File: config.mk
export PLATFORM = sky130hd
export DESIGN_NAME = pwm_capture_ctrl
export DESIGN_NICKNAME = d
export VERILOG_FILES = /design/src/rtl/pwm_capture_ctrl.sv
export SDC_FILE = /design/constraint.sdc
export NUM_CORES = 1
export LEC_CHECK = 0
export CAP_MARGIN = 20
export CORE_AREA = 2 2 57 59
export DETAILED_ROUTE_END_ITERATION = 10
export DIE_AREA = 0 0 59 61
export PLACE_DENSITY = 0.86
export SLEW_MARGIN = 20
export SYNTH_ARGS = -nofsm -noshare
export SYNTH_HDL_FRONTEND = slang
export SYNTH_SLANG_ARGS = --single-unit
File: constraint.sdc
create_clock -name clock -period 2.1 [get_ports clock]
set_clock_uncertainty 0.05 [all_clocks]
set_input_delay 0.42 -clock clock [delete_from_list [all_inputs] [get_ports clock]]
set_output_delay 0.42 -clock clock [all_outputs]
set_load 0.03 [all_outputs]
File: src/rtl/pwm_capture_ctrl.sv
// rtl/pwm_capture_ctrl.sv - PWM high-time / period capture FSM driving an external 8-bit counter
// Results are held behind a valid/ready handshake; results that complete while one is still unconsumed are dropped.
module pwm_capture_ctrl #(
    parameter int SYNC_STAGES = 2
) (
    input  logic       clock,
    input  logic       reset,
    input  logic       run,
    input  logic       pwm_in,
    input  logic [7:0] counter_value,
    output logic       cnt_reset,
    output logic       cnt_enable,
    output logic [7:0] high_width,
    output logic [7:0] period,
    output logic       meas_valid,
    input  logic       meas_ready,
    output logic       meas_drop,
    output logic       cnt_overflow
);

    typedef enum logic [1:0] {
        ST_IDLE,
        ST_ARM,
        ST_HIGH,
        ST_LOW
    } state_t;

    state_t                 r_state;
    logic [SYNC_STAGES-1:0] r_sync;
    logic                   r_pwm_d;
    logic [7:0]             r_hw_tmp;
    logic [7:0]             r_high_width;
    logic [7:0]             r_period;
    logic                   r_meas_valid;
    logic                   r_meas_drop;
    logic                   r_cnt_overflow;

    logic w_pwm_s;
    logic w_rise;
    logic w_fall;
    logic w_sat;
    logic w_done;

    assign w_pwm_s = r_sync[SYNC_STAGES-1];
    assign w_rise  = w_pwm_s & ~r_pwm_d;
    assign w_fall  = ~w_pwm_s & r_pwm_d;
    assign w_sat   = (counter_value == 8'hFF);

    // A saturated counter means the period is out of range, so it beats the closing rise.
    assign w_done  = run && (r_state == ST_LOW) && w_rise && !w_sat;

    assign cnt_reset  = reset || (r_state == ST_IDLE) || (r_state == ST_ARM)
                        || ((r_state == ST_LOW) && w_rise);
    assign cnt_enable = !reset && ((r_state == ST_HIGH) || (r_state == ST_LOW));

    assign high_width   = r_high_width;
    assign period       = r_period;
    assign meas_valid   = r_meas_valid;
    assign meas_drop    = r_meas_drop;
    assign cnt_overflow = r_cnt_overflow;

    always_ff @(posedge clock) begin
        if (reset) begin
            r_state        <= ST_IDLE;
            r_sync         <= '0;
            r_pwm_d        <= 1'b0;
            r_hw_tmp       <= 8'd0;
            r_high_width   <= 8'd0;
            r_period       <= 8'd0;
            r_meas_valid   <= 1'b0;
            r_meas_drop    <= 1'b0;
            r_cnt_overflow <= 1'b0;
        end else begin
            r_sync         <= {r_sync[SYNC_STAGES-2:0], pwm_in};
            r_pwm_d        <= w_pwm_s;
            r_meas_drop    <= 1'b0;
            r_cnt_overflow <= 1'b0;

            case (r_state)
                ST_IDLE: begin
                    if (run) begin
                        r_state <= ST_ARM;
                    end
                end
                ST_ARM: begin
                    if (!run) begin
                        r_state <= ST_IDLE;
                    end else if (w_rise) begin
                        r_state <= ST_HIGH;
                    end
                end
                ST_HIGH: begin
                    if (!run) begin
                        r_state <= ST_IDLE;
                    end else if (w_sat) begin
                        r_cnt_overflow <= 1'b1;
                        r_state        <= ST_ARM;
                    end else if (w_fall) begin
                        r_hw_tmp <= counter_value + 8'd1;
                        r_state  <= ST_LOW;
                    end
                end
                ST_LOW: begin
                    if (!run) begin
                        r_state <= ST_IDLE;
                    end else if (w_sat) begin
                        r_cnt_overflow <= 1'b1;
                        r_state        <= ST_ARM;
                    end else if (w_rise) begin
                        r_state <= ST_HIGH;
                    end
                end
                default: r_state <= ST_IDLE;
            endcase

            // A transfer in the same cycle frees the holding registers for the new result.
            if (w_done) begin
                if (!r_meas_valid || meas_ready) begin
                    r_high_width <= r_hw_tmp;
                    r_period     <= counter_value + 8'd1;
                    r_meas_valid <= 1'b1;
                end else begin
                    r_meas_drop <= 1'b1;
                end
            end else if (r_meas_valid && meas_ready) begin
                r_meas_valid <= 1'b0;
            end
        end
    end

endmodule
# == Word-level counts from Yosys, hierarchy flattened ==
# Index checks and enable logic that the tools add are counted.
# classes
addsub,1
eq_ne,7
muxes,14
bitwise_logic,8
n_reduce_logical,23
# op_table
cell,n
2-bit two-way mux,8
8-bit by 1-bit adder with 8-bit output (second input constant),1
8-bit == test (second input constant),1
2-bit case mux with 4 select lines,1
1-bit logical AND,6
1-bit NOT,6
2-bit AND reduction,3
1-bit logical OR,5
1-bit two-way mux,5
2-bit == test (second input constant),2
4-bit != test (second input constant),1
4-bit AND reduction,1
2-bit OR reduction,2
1-bit logical NOT,3
3-bit OR reduction,1
1-bit AND,2
2-bit by 1-bit == test with 1-bit output (second input constant),1
2-bit logical NOT,1
2-bit by 1-bit != test with 1-bit output (second input constant),1
2-bit != test (second input constant),1
2-bit nonzero test,1
# totals
register_bits,32
in_bits,13
out_inout_bits,21
elab_cells,62

# == Logic depth before layout (Yosys ltp) ==
# logic_depth
word_depth,6
mapped_depth,7

# == Worst setup path after synthesis ==
# No wires, ideal clock.
# synth_timing
kind,in2reg
startpoint,input counter_value[0]
endpoint,register r_period[6] (netlist: period[6])
setup_ns,0.080
arrival_ns,1.665
required_time_ns,1.970
path_slack_ns,0.306
cell_stages,7
path_cell_list,ha_1 and3_1 buf_6 a311oi_4 buf_6 a21oi_2 a211oi_2
# synth_via
elab_chain_cells,4
word_cells_on_any_way,5
# synth_lines
item,line,text
from (decl),10,"input logic [7:0] counter_value,"
branches (longest 4 deep; another with 8-bit by 1-bit adder with 8-bit output),-,
to (signal assigned),120,r_period <= counter_value + 8'd1;
to (decl),33,logic [7:0] r_period;
# Several ways; the timed one is not identified.
# A chain may end at the register's enable or synchronous reset.

# == Worst setup path in the final report ==
# layout_timing
startpoint,input counter_value[0]
endpoint,register r_high_width[5] (netlist: high_width[5])
# layout_via
elab_chain_cells,4
# layout_lines
item,line,text
8-bit == test,47,assign w_sat = (counter_value == 8'hFF);
1-bit logical NOT,50,assign w_done = run && (r_state == ST_LOW) && w_rise && !w_sat;
1-bit logical AND,50,
2-bit AND reduction (no line),-,
to (signal assigned),119,r_high_width <= r_hw_tmp;
to (decl),32,logic [7:0] r_high_width;
# No other way between the ends.

==> impl_metrics.ini <==
[status]
status = completed

[place]
hpwl_um = 2610
pre_cts_ws_ns = -0.2676
dp_cells = 210
port_buffers = 33
gp_congestion = 0.8434

[worst_setup_path]
critPathKind = input pin to flop
cp_slowest_stage_delay_ns = 0.44
critPathCaptureType = flop
start_kind = input pin
critPathTopFamily = compound AO/OA/AOI/OAI gates
worstRegToRegCells = 5
worst-path-buf-inv = 2
arrival_ns = 2.19
crit_chain = clkdlybuf4s50_1, ha_1, and3_1, a311o_1, buf_4, o21ai_0, a21oi_1
crit_required_ns = 2.27
ff2ff_setup_slack_ns = 0.46
worstReg2RegStart = r_state[0]
rr_endpoint = high_width[5]
worstPathMaxFanout = 11
cp_slowest_cell = clkdlybuf4s50_1

[logic_synthesis]
syn_inst = 139
synth-seq-cells = 32
synth_cell_types = 30
avgSynthCellArea_um2 = 9.740
syn-num-nets = 153
ys_warn_count = 0
syn_area_um2 = 1354
seq_area_frac_synth_pct = 47.32

[floorplanning]
die-area_um2 = 3599
core_um2 = 2953
ios = 34
die_h_um = 61
initial_core_util_pct = 45.85
die_w_um = 59
row_count = 20

[clocking]
cts_tree = done
cts_sinks = 32
cts_buffers = 5
root_buffer = clkbuf_4
post_cts_buffers = 0
cts_buffer_depth = 2
insertion_delay_ns = 0.34
ctsResizeCount = 0
hold_buffers = 0
htree_levels = 2
clk_pin_slew_worst_paths_ns = 0.10

[job]
drv_cap = 0

[sta]
finalCritPeriodShare_pct = 95.97
rsz0062_at_grt = no
slew_headroom_pct = 58.37
hold_violations = 0
finalCriticalPeriod_ns = 2.015
setup_viol_count_final = 0
worst-slew-pin-transition_ns = 0.6232
whs_ns = 0.4013
finalWorstSetupSlack_ns = 0.08459
slew_viol_final = 0
fmax_mhz = 496.2

[hold_path]
hold_start = r_sync[0]
hold_path_class = flop to flop
hold_end = r_sync[1]
min_path_cells = 1

[global_routing]
antenna_found_initial = 0
grt_pass1_vias = 1220
grt_max_degree = 32
grt_pass1_wl_um = 5520
grt_use_total_pct = 21.35
grt_remaining_overflow = 0

[route]
drtPass1Iterations = 4
drcViolationCount = 0
wl_per_cell_um = 16.06
drtIter0Drc = 24
ant_nets = 0
routed_wl_um = 3501
routed-via-count = 1236
viasPerCell = 5.670

[power_and_ir_drop]
p_per_area_nw_per_um2 = 625.9
p_leak_nw = 0.6223
power_mw = 1.160
max-vdd-ir-drop_mv = 0.3953

[cells_and_area]
area_growth_pct = 36.88
final_nets = 198
drive_above_1_share_pct = 17.84
final_cells = 218
antenna_cells = 0
worst register-to-register path, stage by stage (launching register included):
cell and delay, ns:
dfxtp_1 0.43, nand3b_1 0.24, a311o_1 0.36, buf_4 0.18
o21ai_0 0.18, a21oi_1 0.10
final cells by class:
type                       instances  area [um^2]
fill                             258         1100
sequential                        32        640.6
multi-input combinational         96        640.6
timing repair buffer              48        450.4
clock buffer                       6        41.29
tap                               33        41.29
clock inverter                     2        35.03
inverter                           1        3.754
cell usage in the layout (no fill, tap or decap), types with 3 or more instances in the layout:
| cell | count |
|---|---|
| nand3_1 | 11 |
| buf_4 | 16 |
| clkbuf_4 | 5 |
| nor2_1 | 11 |
| xor2_1 | 4 |
| o21ai_0 | 9 |
| nand2_1 | 4 |
| dfxtp_1 | 32 |
| nor2b_1 | 5 |
| a211oi_2 | 4 |
| a21oi_1 | 16 |
| and3_1 | 3 |
| a211oi_1 | 12 |
| clkdlybuf4s50_1 | 31 |
per-layer routing:
metal | routed length [um] | share of wire, % | track usage [%]
met3 | 141 | 4.0 | 5.757
met2 | 1838 | 52 | 37.78
met1 | 1386 | 40 | 22.83
met4 | 135 | 3.9 | 12.66
met5 | 0 | 0 | 0
kinds of logic after synthesis:
| logic type | Yosys count | synth area share [%] |
|---|---|---|
| compound gates | 45 | 24.86 |
| simple gates | 42 | 16.17 |
| flops | 32 | 47.32 |
| buf+inv | 11 | 5.359 |
| xor+xnor | 6 | 3.882 |
| fa+ha+maj | 2 | 1.663 |
| mux | 1 | 0.7394 |
synth_stat cells:
library cell / count / share of area, %
dfxtp_1: 32 / 47
a21oi_1: 16 / 5.9
a211oi_1: 12 / 6.7
nand3_1: 11 / 4.1
nor2_1: 11 / 3.0
o21ai_0: 9 / 3.3
nor2b_1: 5 / 2.3
a211oi_2: 4 / 3.7
buf_6: 4 / 3.3
clkbuf_1: 4 / 1.1
nand2_1: 4 / 1.1
xor2_1: 4 / 2.6
and3_1: 3 / 1.4
a311oi_4: 2 / 3.9
nand2b_1: 2 / 0.92
xnor2_1: 2 / 1.3
a21oi_2: 1 / 0.65
a311o_1: 1 / 0.74
and4_2: 1 / 0.74
buf_1: 1 / 0.28
buf_2: 1 / 0.37
ha_1: 1 / 0.92
inv_1: 1 / 0.28
maj3_1: 1 / 0.74
mux2i_1: 1 / 0.74
nand3b_1: 1 / 0.55
nand4b_1: 1 / 0.65
nor2_2: 1 / 0.46
nor3_1: 1 / 0.37
nor3b_1: 1 / 0.55
per-stage QoR:
step	cell area [um^2]	utilization [%]	TNS, ns
detailed placement	1777	60.17	-4.968
CTS	1853	62.75	0
finish	1853	62.75	0
floorplan	1354	-	0
global route	1853	62.75	0
global placement	1777	60.17	-2.690
how the worst max path moves through the flow:
stage | from | to | slack (ns) | cells after the start
detailed placement | counter_value[0] | high_width[5] | -0.27 | 7
CTS | counter_value[0] | high_width[5] | 0.10 | 7
floorplan | counter_value[0] | period[6] | 0.31 | 7
global route | counter_value[1] | period[4] | 0.01 | 7
finish | counter_value[0] | high_width[5] | 0.08 | 7
global placement | counter_value[0] | period[1] | -0.15 | 7
where the power goes:
group	switching [mW]	total, mW	internal [mW]
Sequential	0.00329	0.613	0.610
Combinational	0.0432	0.0861	0.0428
Clock	0.211	0.460	0.249
Total	0.257	1.16	0.902
registers in the layout (all words and copies together) (netlist names):
| signal | count |
|---|---|
| high_width | 8 |
| period | 8 |
| r_hw_tmp | 8 |
| r_state | 2 |
| r_sync | 2 |
| cnt_overflow | 1 |
| meas_drop | 1 |
| meas_valid | 1 |
| r_pwm_d | 1 |
Note: power is estimated with default switching activity, not from simulation.
